**src/rtl/rob_issue_unit.sv**
```systemverilog
// Issue front end for the reorder buffer: hands out in-order sequence numbers, parks each op
// in a variable-latency execution slot and presents finished ops to the ROB insert port out of order.
`ifndef ROB_DEPTH
`define ROB_DEPTH 8
`endif
`ifndef ROB_BITWIDTH
`define ROB_BITWIDTH 8
`endif

module rob_issue_unit #(
   parameter int p_depth    = `ROB_DEPTH,
   parameter int p_ptrwidth = $clog2(p_depth),
   parameter int p_bitwidth = `ROB_BITWIDTH,
   parameter int p_slots    = 4,
   parameter int p_latwidth = 4
) (
   input  logic                  clk,
   input  logic                  rst,
   input  logic                  iss_en,
   output logic                  iss_cpl,
   input  logic [p_bitwidth-1:0] iss_data,
   input  logic [p_latwidth-1:0] iss_lat,
   output logic [p_ptrwidth-1:0] iss_sn,
   output logic                  ins_en,
   input  logic                  ins_cpl,
   output logic [p_ptrwidth-1:0] ins_sn_in,
   output logic [p_bitwidth-1:0] ins_data_in,
   input  logic                  commit_en,
   output logic                  full,
   output logic                  empty
);

   localparam int                p_slotw = (p_slots > 1) ? $clog2(p_slots) : 1;
   localparam logic [p_ptrwidth:0] depth_c = (p_ptrwidth + 1)'(p_depth);

   logic [p_ptrwidth-1:0] next_sn;
   logic [p_ptrwidth:0]   outstanding;
   logic [p_slots-1:0]    slot_valid;
   logic [p_ptrwidth-1:0] slot_sn   [p_slots];
   logic [p_bitwidth-1:0] slot_data [p_slots];
   logic [p_latwidth-1:0] slot_cnt  [p_slots];

   // A presented-but-unaccepted slot stays selected until the ROB takes it.
   logic                  sel_hold;
   logic [p_slotw-1:0]    sel_idx;

   logic                  free_any;
   logic [p_slotw-1:0]    free_idx;
   logic                  rdy_any;
   logic [p_slotw-1:0]    rdy_idx;
   logic [p_slotw-1:0]    cur_idx;
   logic                  commit_dec;

   // Descending scan so the lowest index wins both priority searches.
   always_comb begin
      free_any = 1'b0;
      free_idx = '0;
      rdy_any  = 1'b0;
      rdy_idx  = '0;
      for (int i = p_slots - 1; i >= 0; i--) begin
         if (!slot_valid[i]) begin
            free_any = 1'b1;
            free_idx = p_slotw'(i);
         end
         if (slot_valid[i] && (slot_cnt[i] == '0)) begin
            rdy_any = 1'b1;
            rdy_idx = p_slotw'(i);
         end
      end
   end

   assign cur_idx     = sel_hold ? sel_idx : rdy_idx;
   assign ins_en      = ~rst & (sel_hold | rdy_any);
   assign ins_sn_in   = ins_en ? slot_sn[cur_idx] : '0;
   assign ins_data_in = ins_en ? slot_data[cur_idx] : '0;

   assign iss_cpl     = iss_en & ~rst & (outstanding < depth_c) & free_any;
   assign iss_sn      = iss_cpl ? next_sn : '0;

   assign full        = ~rst & (outstanding == depth_c);
   assign empty       = rst | (outstanding == '0);
   assign commit_dec  = commit_en & (outstanding != '0);

   always_ff @(posedge clk) begin
      if (rst) begin
         next_sn     <= '0;
         outstanding <= '0;
         slot_valid  <= '0;
         sel_hold    <= 1'b0;
         sel_idx     <= '0;
      end else begin
         if (iss_cpl) next_sn <= next_sn + p_ptrwidth'(1);
         case ({iss_cpl, commit_dec})
            2'b10:   outstanding <= outstanding + (p_ptrwidth + 1)'(1);
            2'b01:   outstanding <= outstanding - (p_ptrwidth + 1)'(1);
            default: outstanding <= outstanding;
         endcase
         sel_hold <= ins_en & ~ins_cpl;
         sel_idx  <= cur_idx;
         // Insert frees a valid slot; issue only ever fills a slot that was already free.
         if (ins_en && ins_cpl) slot_valid[cur_idx] <= 1'b0;
         if (iss_cpl) slot_valid[free_idx] <= 1'b1;
      end
   end

   always_ff @(posedge clk) begin
      for (int i = 0; i < p_slots; i++) begin
         if (slot_valid[i] && (slot_cnt[i] != '0)) slot_cnt[i] <= slot_cnt[i] - p_latwidth'(1);
      end
      if (iss_cpl) begin
         slot_sn[free_idx]   <= next_sn;
         slot_data[free_idx] <= iss_data;
         slot_cnt[free_idx]  <= iss_lat;
      end
   end

endmodule

```
**config.mk**
```make
export PLATFORM = sky130hd
export DESIGN_NAME = rob_issue_unit
export DESIGN_NICKNAME = d
export VERILOG_FILES = /design/src/rtl/rob_issue_unit.sv
export SDC_FILE = /design/constraint.sdc
export NUM_CORES = 1
export LEC_CHECK = 0
export CORE_ASPECT_RATIO = 1.75
export CORE_MARGIN = 1
export CORE_UTILIZATION = 40
export CTS_CLUSTER_SIZE = 10
export DETAILED_ROUTE_END_ITERATION = 7
export PLACE_DENSITY_LB_ADDON = 0.12
export SLEW_MARGIN = 20
export SYNTH_ARGS = -nofsm -noshare
export SYNTH_HDL_FRONTEND = slang
export SYNTH_SLANG_ARGS = --single-unit
```
**constraint.sdc**
```tcl
create_clock -name clk -period 3.3 [get_ports clk]
set_input_delay 0.825 -clock clk [delete_from_list [all_inputs] [get_ports clk]]
set_output_delay 0.825 -clock clk [all_outputs]
set_load 0.1 [all_outputs]
```
=== Word-level counts from Yosys, hierarchy flattened ===
Memory sizes are Yosys's and may differ from the RTL's.
Cells that the tools add are included.

* Output and inout bits: 18
* Register bits: 14
* Input port bits: 17
* Logic and storage cells: 97
* Memories: 3
* Bits in writable memories: 60

{| class="wikitable"
|+ Memories
! memory !! depth !! bits a word !! read ports !! clocked after memory_dff !! write ports !! line !! source
|-
| slot_data || 4 || 8 || 1 || 0 || 1 || 40 || <nowiki>logic [p_bitwidth-1:0] slot_data [p_slots];</nowiki>
|-
| slot_cnt || 4 || 4 || 4 || 0 || 5 || 41 || <nowiki>logic [p_latwidth-1:0] slot_cnt [p_slots];</nowiki>
|-
| slot_sn || 4 || 3 || 1 || 0 || 1 || 39 || <nowiki>logic [p_ptrwidth-1:0] slot_sn [p_slots];</nowiki>
|}

* Reduce and logical (&&, ||, !) cells: 22
* Magnitude comparators: 5
* Add/sub/neg operators: 7
* Equal/unequal tests: 3
* Multiplexer cells: 38
* Bitwise logic cells: 14

{| class="wikitable"
|+ Operator list
! cell !! count
|-
| logical NOT 4 bit || 5
|-
| 2-to-1 mux 1 bit || 20
|-
| nonzero test 4 bit || 5
|-
| subtractor 4 x 1 -> 4 bit, second input constant || 5
|-
| 2-to-1 mux 2 bit || 9
|-
| 2-to-1 mux 4 bit || 3
|-
| logical AND 1 bit || 11
|-
| 2-to-1 mux 8 bit || 1
|-
| case mux 4 bit (2 select lines) || 1
|-
| AND 1 bit || 7
|-
| < comparator 2 x 3 -> 1 bit, second input constant || 2
|-
| 2-to-1 mux 3 bit || 2
|-
| adder 4 x 1 -> 4 bit, second input constant || 1
|-
| AND 4 bit || 1
|-
| demux 1 bit (select 2 bit) || 2
|-
| equality test 4 bit, second input constant || 1
|-
| >= comparator 2 x 1 -> 1 bit, second input constant || 2
|-
| < comparator 4 bit, second input constant || 1
|-
| inverter 4 bit || 1
|-
| bitwise OR 4 bit || 1
|-
| adder 3 x 1 -> 3 bit, second input constant || 1
|-
| equality test 2 x 1 -> 1 bit, second input constant || 1
|-
| equality test 2 bit, second input constant || 1
|-
| inverter 1 bit || 2
|-
| other kinds (2) || 3
|}

=== Depth between registers and ports, before layout ===
Gate-level depths: netlist (run 1).

* Depth after elaboration: 17
* Mapped depth: 10
* Mapped depth without buffers: 10

=== Worst setup path before layout (run 1) ===
No wires, ideal clock.

* Path type: input -> output
* Start point: input port rst
* End point: output port full
* Arrival: 3.800 ns
* Data required time: 2.475 ns
* Slack: -1.325 ns
* Path buffers: 0
* Stages: 3
* Cells stage by stage: inv_1 -> nand2_1 -> nor4_1

* Word-level cells in the longest chain between the ends: 2

{| class="wikitable"
|+ Ends and longest elaborated chain
! element !! line !! source
|-
| start, declared || 18 || <nowiki>input logic rst,</nowiki>
|-
| inverter 1 bit || 80 || <nowiki>assign full = ~rst & (outstanding == depth_c);</nowiki>
|-
| AND 1 bit || 80 ||
|-
| end, declared || 29 || <nowiki>output logic full,</nowiki>
|}

No other way between the ends.

==> impl_metrics.ini, run 1 <==
[yosys]
synth_fp_nets = 308
ys_ff_latch = 74
async_reset_ff_frac = 0
synth_area_um2 = 3356
ys_seq_area_frac = 0.6204
synth_warnings = 0
syn_inst = 278
synth-edff-count = 60
ys_types = 41
ys_dominant_reg_cell = edfxtp_1
syn_avg_cell_area_um2 = 12.07

[worst_hold_path]
min_to = sel_idx[1]$_SDFF_PP0_
whs_path_depth = 2
min_path_type = register to register
hold_start = sel_idx[1]$_SDFF_PP0_

[power]
power_density_nw_per_um2 = 587.5
power_leakage_nw = 1.736
vdd_drop_max_mv = 0.4782

[die]
coreArea_um2 = 8016
dieArea_um2 = 8774
num_io_pins = 35
num_rows = 43
die-width_um = 71.24
fp.dieH_um = 123.2
start_util = 0.4186

[cells_and_area]
antenna_cells = 0
nNetsFinal = 365
stdcell_count = 430
drive_gt1_frac = 0.2824
syn_to_final_growth_pct = 37.62

[sta]
worst_pin_slew_ns = 0.4095
skew_ns = 0.005564
final_max_slew_viol_count = 0
setup_viol = 0
hold_violations = 0
period_needed_ns = 3.233
rsz0062_at_grt = true
max_freq_ghz = 0.3094
slew_headroom = 0.7270
setup_tns_ns = 0
min_period_over_period = 0.9795
finalHoldWorstSlack_ns = 0.5568

[global_routing]
track_usage = 0.1772
grtUsageMet3 = 0.04401
antenna_found_initial = 0
grt_util_met2 = 0.3161
grt_pass1_vias = 2274
grt_pass1_wl_mm = 11.54
globalRouteOverflowTotal = 0
grt_max_degree = 15
grt-busiest-layer = met2
use_met1 = 0.2000

[cts]
htreeDepth = 3
clk_pin_slew_ns = 0.05
tritoncts = built
cts_inserted_buffers = 9
cts-hold-fix-buffers = 0
cts_sinks = 74
cts_root_buf = clkbuf_16
cts_buffer_depth = 2
insertion_delay_ns = 0.33

[setup_path]
worstPathRequired_ns = 2.47
critPathArrivalTime_ns = 2.41
path_class = register to output port
setup.worst_path.start = slot_cnt[1][1]$_DFFE_PP_
worstPathMaxFanout = 6
reg2reg_depth = 10
r2r_slack_ns = 0.98
worstSetupStartpointType = register
reg2reg_to = outstanding[3]$_SDFFE_PP0P_
r2r_start = outstanding[3]$_SDFFE_PP0P_
end_kind = output port

[route]
drt_pass1_iterations = 7
drcViolationCount = 3
initialDrtViolationCount = 213
avgViaCountPerCell = 5.314
num_vias = 2285
ant_nets = 0
drt_wl_total_mm = 7.178
wl_per_cell_um = 16.69

[job]
maxCapViolations = 0

[place]
port_buffers = 34
placed_cells = 408
dp_hpwl_mm = 4.999
gp_congestion = 0.7809

[outcome]
violations = DRC
status = finished with violations
[power by group]
| part | internal [mW] | leakage [nW] | switching, mW |
|---|---|---|---|
| Sequential | 1.08 | 0.664 | 0.0520 |
| Clock | 0.757 | 0.166 | 0.354 |
| Combinational | 0.203 | 0.906 | 0.272 |
[worst max path at each step]
| stage | endpoint |
|---|---|
| finish | ins_sn_in[1] |
| global route | ins_sn_in[1] |
| CTS | ins_sn_in[1] |
| detailed placement | outstanding[3]$_SDFFE_PP0P_ |
| global placement | iss_sn[2] |
| floorplan | full |
[per-layer routing]
metal  vias to the layer above  wire, µm
met1                      1104      2862
met3                         4       207
met2                        37      4011
li1                       1140         -
met4                         0        97
met5                         -         0
[state kept, by name, summed over array words and instances (netlist names)]
register	cells
next_sn	3
outstanding	4
sel_hold	1
sel_idx	2
slot_cnt	16
slot_data	32
slot_sn	12
slot_valid	4
[critical path: stages (launching register included)]
cell,delay (ns)
edfxtp_1,0.41
inv_2,0.10
ha_4,0.14
and4bb_2,0.27
nor3_4,0.07
a32o_2,0.31
a222oi_1,0.46
a21oi_2,0.13
buf_12,0.18
[cells in the mapped netlist (3+ instances only)]
master | instances | area (µm²)
and2_1 | 3 | 18.77
nand3_1 | 5 | 25.02
edfxtp_1 | 60 | 1802
or2_2 | 3 | 18.77
inv_1 | 18 | 67.56
xnor2_1 | 10 | 87.58
buf_2 | 3 | 15.01
a222oi_1 | 11 | 110.1
a21oi_1 | 31 | 155.2
clkbuf_1 | 4 | 15.01
o21ai_0 | 7 | 35.03
nor3_1 | 5 | 25.02
ha_1 | 12 | 150.1
xor2_1 | 3 | 26.28
nor2_1 | 27 | 101.4
nand4bb_1 | 3 | 33.78
nand2_1 | 29 | 108.9
dfxtp_1 | 14 | 280.3
[metrics by stage]
stage	setup WS [ns]	total power, mW	util	instance area (µm²)
after floorplan	-0.1469	1.457	-	3443
after detailed placement	0.07822	1.616	0.5211	4178
after CTS	-0.002546	2.731	0.5669	4544
final	0.06749	2.713	0.5761	4618
after global placement	0.1109	1.607	0.5211	4178
after global routing	-0.04733	2.833	0.5761	4618
[cells by family (layout without fill, tap and decap cells)]
family | Yosys count | after routing | synth area share
adder cells (fa/ha/maj) | 13 | 13 | 0.05071
buffers and inverters | 29 | 90 | 0.03802
AND/OR/NAND/NOR | 90 | 90 | 0.1380
AO/OA/AOI/OAI | 59 | 60 | 0.1189
flip-flops | 74 | 74 | 0.6204
XOR/XNOR | 13 | 13 | 0.03393
[placed cells by master, fill, tap and decap left out, drive strengths merged, types with 2 or more instances in the layout]
cell	netlist	routed
nor4	2	2
nand3	5	5
nand2b	2	2
a21oi	31	31
xnor2	10	10
a32o	1	2
bufinv	0	3
edfxtp	60	60
nor3	6	6
buf	6	39
clkbuf	4	11
or2	3	3
o21ai	7	7
or3b	2	2
dfxtp	14	14
and4bb	3	3
o211a	2	2
and2	3	3
nand4bb	3	3
nor2	27	27
nand4	2	2
inv	19	19
xor2	3	3
nand2	29	29
a222oi	11	11
ha	12	12
clkdlybuf4s50	0	16
[cell type report]
type	instances	area [µm²]
inverters	19	71.32
flip-flops and latches	74	2082
clock inverters	5	102.6
fillers	671	3398
well taps	90	112.6
clock buffers	11	242.7
multi-input cells	176	1291
repair buffers	55	715.7
[timing repair]
action                                  4_1_cts  5_1_grt
endpoints found under the setup margin       11       11
buffers inserted                              1        4
gates cloned                                  1        0
gates resized for setup                       4       11
pin swaps                                     4        8
Note: power is estimated with default switching activity, not from simulation.
==> inputs of run 2 (changes only) <==
--- a/config.mk
+++ b/config.mk
@@ -7,7 +7,7 @@
 export LEC_CHECK = 0
 export CORE_ASPECT_RATIO = 1.75
 export CORE_MARGIN = 1
-export CORE_UTILIZATION = 40
+export CORE_UTILIZATION = 50
 export CTS_CLUSTER_SIZE = 10
 export DETAILED_ROUTE_END_ITERATION = 7
 export PLACE_DENSITY_LB_ADDON = 0.12
==> run 2 against run 1 <==
The flow now finishes without violations. Sequential power about the same. Critical path depth stayed put. Fmax down 0.80%. Global-route usage grew 4.8 points. Via count increased by 4.8%. Combinational power grew 1%. Non-clock buffer count up 6. Hold slack got worse by 0.0024 ns. Count of clock-buffer cells in the layout shrank 2. Sequential share of layout area increased by 0.11 points. Critical endpoint unchanged.
==> impl_metrics.ini, run 2 (synthesis gave the netlist of run 1 again) <==
[route]
drt_wl_total_mm = 7.522
wl_per_cell_um = 17.57
avgViaCountPerCell = 5.593
drcViolationCount = 0
ant_nets = 0
drt_pass1_iterations = 6
initialDrtViolationCount = 127
num_vias = 2394

[global_routing]
grt_max_degree = 15
antenna_found_initial = 0
globalRouteOverflowTotal = 0
track_usage = 0.2247
grt_pass1_wl_mm = 11.30
grt_pass1_vias = 2390

[place]
gp_congestion = 0.7963
dp_hpwl_mm = 4.866
port_buffers = 34
placed_cells = 398

[worst_hold_path]
min_path_type = register to register
hold_start = next_sn[2]$_SDFFE_PP0N_
min_to = slot_sn[1][2]$_DFFE_PP_
whs_path_depth = 0

[die]
coreArea_um2 = 6490
dieArea_um2 = 7056
num_io_pins = 35
die-width_um = 63.93
fp.dieH_um = 110.4
num_rows = 39
start_util = 0.5171

[sta]
setup_tns_ns = 0
rsz0062_at_grt = true
setup_viol = 0
final_max_slew_viol_count = 0
finalHoldWorstSlack_ns = 0.5544
hold_violations = 0
skew_ns = 0.003878
slew_headroom = 0.6857
min_period_over_period = 0.9874
worst_pin_slew_ns = 0.4672
max_freq_ghz = 0.3069
period_needed_ns = 3.259

[cts]
cts_inserted_buffers = 9
cts_root_buf = clkbuf_16
htreeDepth = 3
cts_buffer_depth = 2
clk_pin_slew_ns = 0.06
tritoncts = built
cts-hold-fix-buffers = 0
cts_sinks = 74
insertion_delay_ns = 0.34

[power]
fin_total_pwr_mw = 2.481
power_density_nw_per_um2 = 538.5
power_leakage_nw = 1.748
vdd_drop_max_mv = 0.6627

[setup_path]
crit_chain = inv_2 > ha_4 > and4bb_2 > nor3_4 > a32o_2 > a222oi_1 > a21oi_2 > buf_12
worstPathRequired_ns = 2.47
end_kind = output port
cp_slowest_stage_delay_ns = 0.46
r2r_start = outstanding[3]$_SDFFE_PP0P_
reg2reg_to = outstanding[3]$_SDFFE_PP0P_
r2r_slack_ns = 0.97
cp_top_family = compound AO/OA/AOI/OAI gates
worstSetupStartpointType = register
path_class = register to output port
reg2reg_depth = 10
worstPathMaxFanout = 6
slowest_stage = a222oi_1
worst-path-buf-inv = 2
critPathArrivalTime_ns = 2.43

[cells_and_area]
final_cell_mix = 60 x edfxtp_1, 29 x nand2_1, 26 x nor2_1, 22 x buf_4, 21 x buf_12
layout_commonest_cell = edfxtp_1
nNetsFinal = 371
post-route-util = 0.7099
drive_gt1_frac = 0.2977
largest_reg_flops = 32
regMostFlops = slot_data
top_regs = slot_data: 32 flops, slot_cnt: 16 flops, slot_sn: 12 flops
stdcell_count = 428
antenna_cells = 0
syn_to_final_growth_pct = 37.29

[outcome]
status = complete, no violations

[job]
maxCapViolations = 0
[run 2: where the power goes]
part / leakage, nW / total, mW / internal (mW) / switching, mW
Sequential: 0.664 / 1.13 / 1.08 / 0.0553
Clock: 0.129 / 0.868 / 0.504 / 0.364
Combinational: 0.955 / 0.482 / 0.203 / 0.279
[run 2: worst max path at each step]
stage                        startpoint                     endpoint  cells after the start  slack [ns]
2_1_floorplan                       rst                         full                      3       -0.15
3_3_place_gp                     iss_en                    iss_sn[1]                      6        0.11
3_5_place_dp                     iss_en  outstanding[3]$_SDFFE_PP0P_                     11        0.06
4_1_cts        slot_cnt[1][0]$_DFFE_PP_                 ins_sn_in[1]                      8       0.006
5_1_grt        slot_cnt[1][1]$_DFFE_PP_                 ins_sn_in[1]                      8       -0.09
6_report       slot_cnt[1][1]$_DFFE_PP_                 ins_sn_in[1]                      8        0.04
[run 2: per-layer routing]
metal	GRT usage	part of all wire	vias to the layer above
met3	0.04012	0.037	13
met4	0.1315	0.024	0
met2	0.4347	0.57	65
met1	0.2175	0.37	1160
met5	0	0	-
li1	-	-	1156
[run 2: area by class of cell]
type | instances | area (µm²)
multi-input cells | 176 | 1318
inverters | 19 | 71.32
clock inverters | 7 | 46.29
well taps | 82 | 102.6
flip-flops and latches | 74 | 2082
repair buffers | 61 | 762.0
fillers | 465 | 1883
clock buffers | 9 | 225.2
[run 2: timing repair]
item / CTS / global route
cloned: 0 / 2
setup endpoints to repair: 11 / 11
endpoints found under the hold margin: 0 / 0
resized for setup: 9 / 11
setup buffers: 8 / 6
pin swaps: 4 / 13
[run 2: worst register-to-register path, stage by stage, from the launching register on]
cell and delay [ns]:
dfxtp_1 0.36, or3b_4 0.42, a41oi_4 0.19, inv_1 0.08, ha_2 0.22, ha_4 0.21, a21o_1 0.16, a21oi_2 0.12
xnor2_1 0.09, or3_1 0.30, a21oi_1 0.13
[run 2: stage by stage]
step                      area, µm²  setup slack, ns
after floorplan                3443          -0.1469
final                          4607          0.04142
after CTS                      4504         0.005772
after detailed placement       4153          0.05944
after global placement         4153           0.1139
after global routing           4607         -0.09388
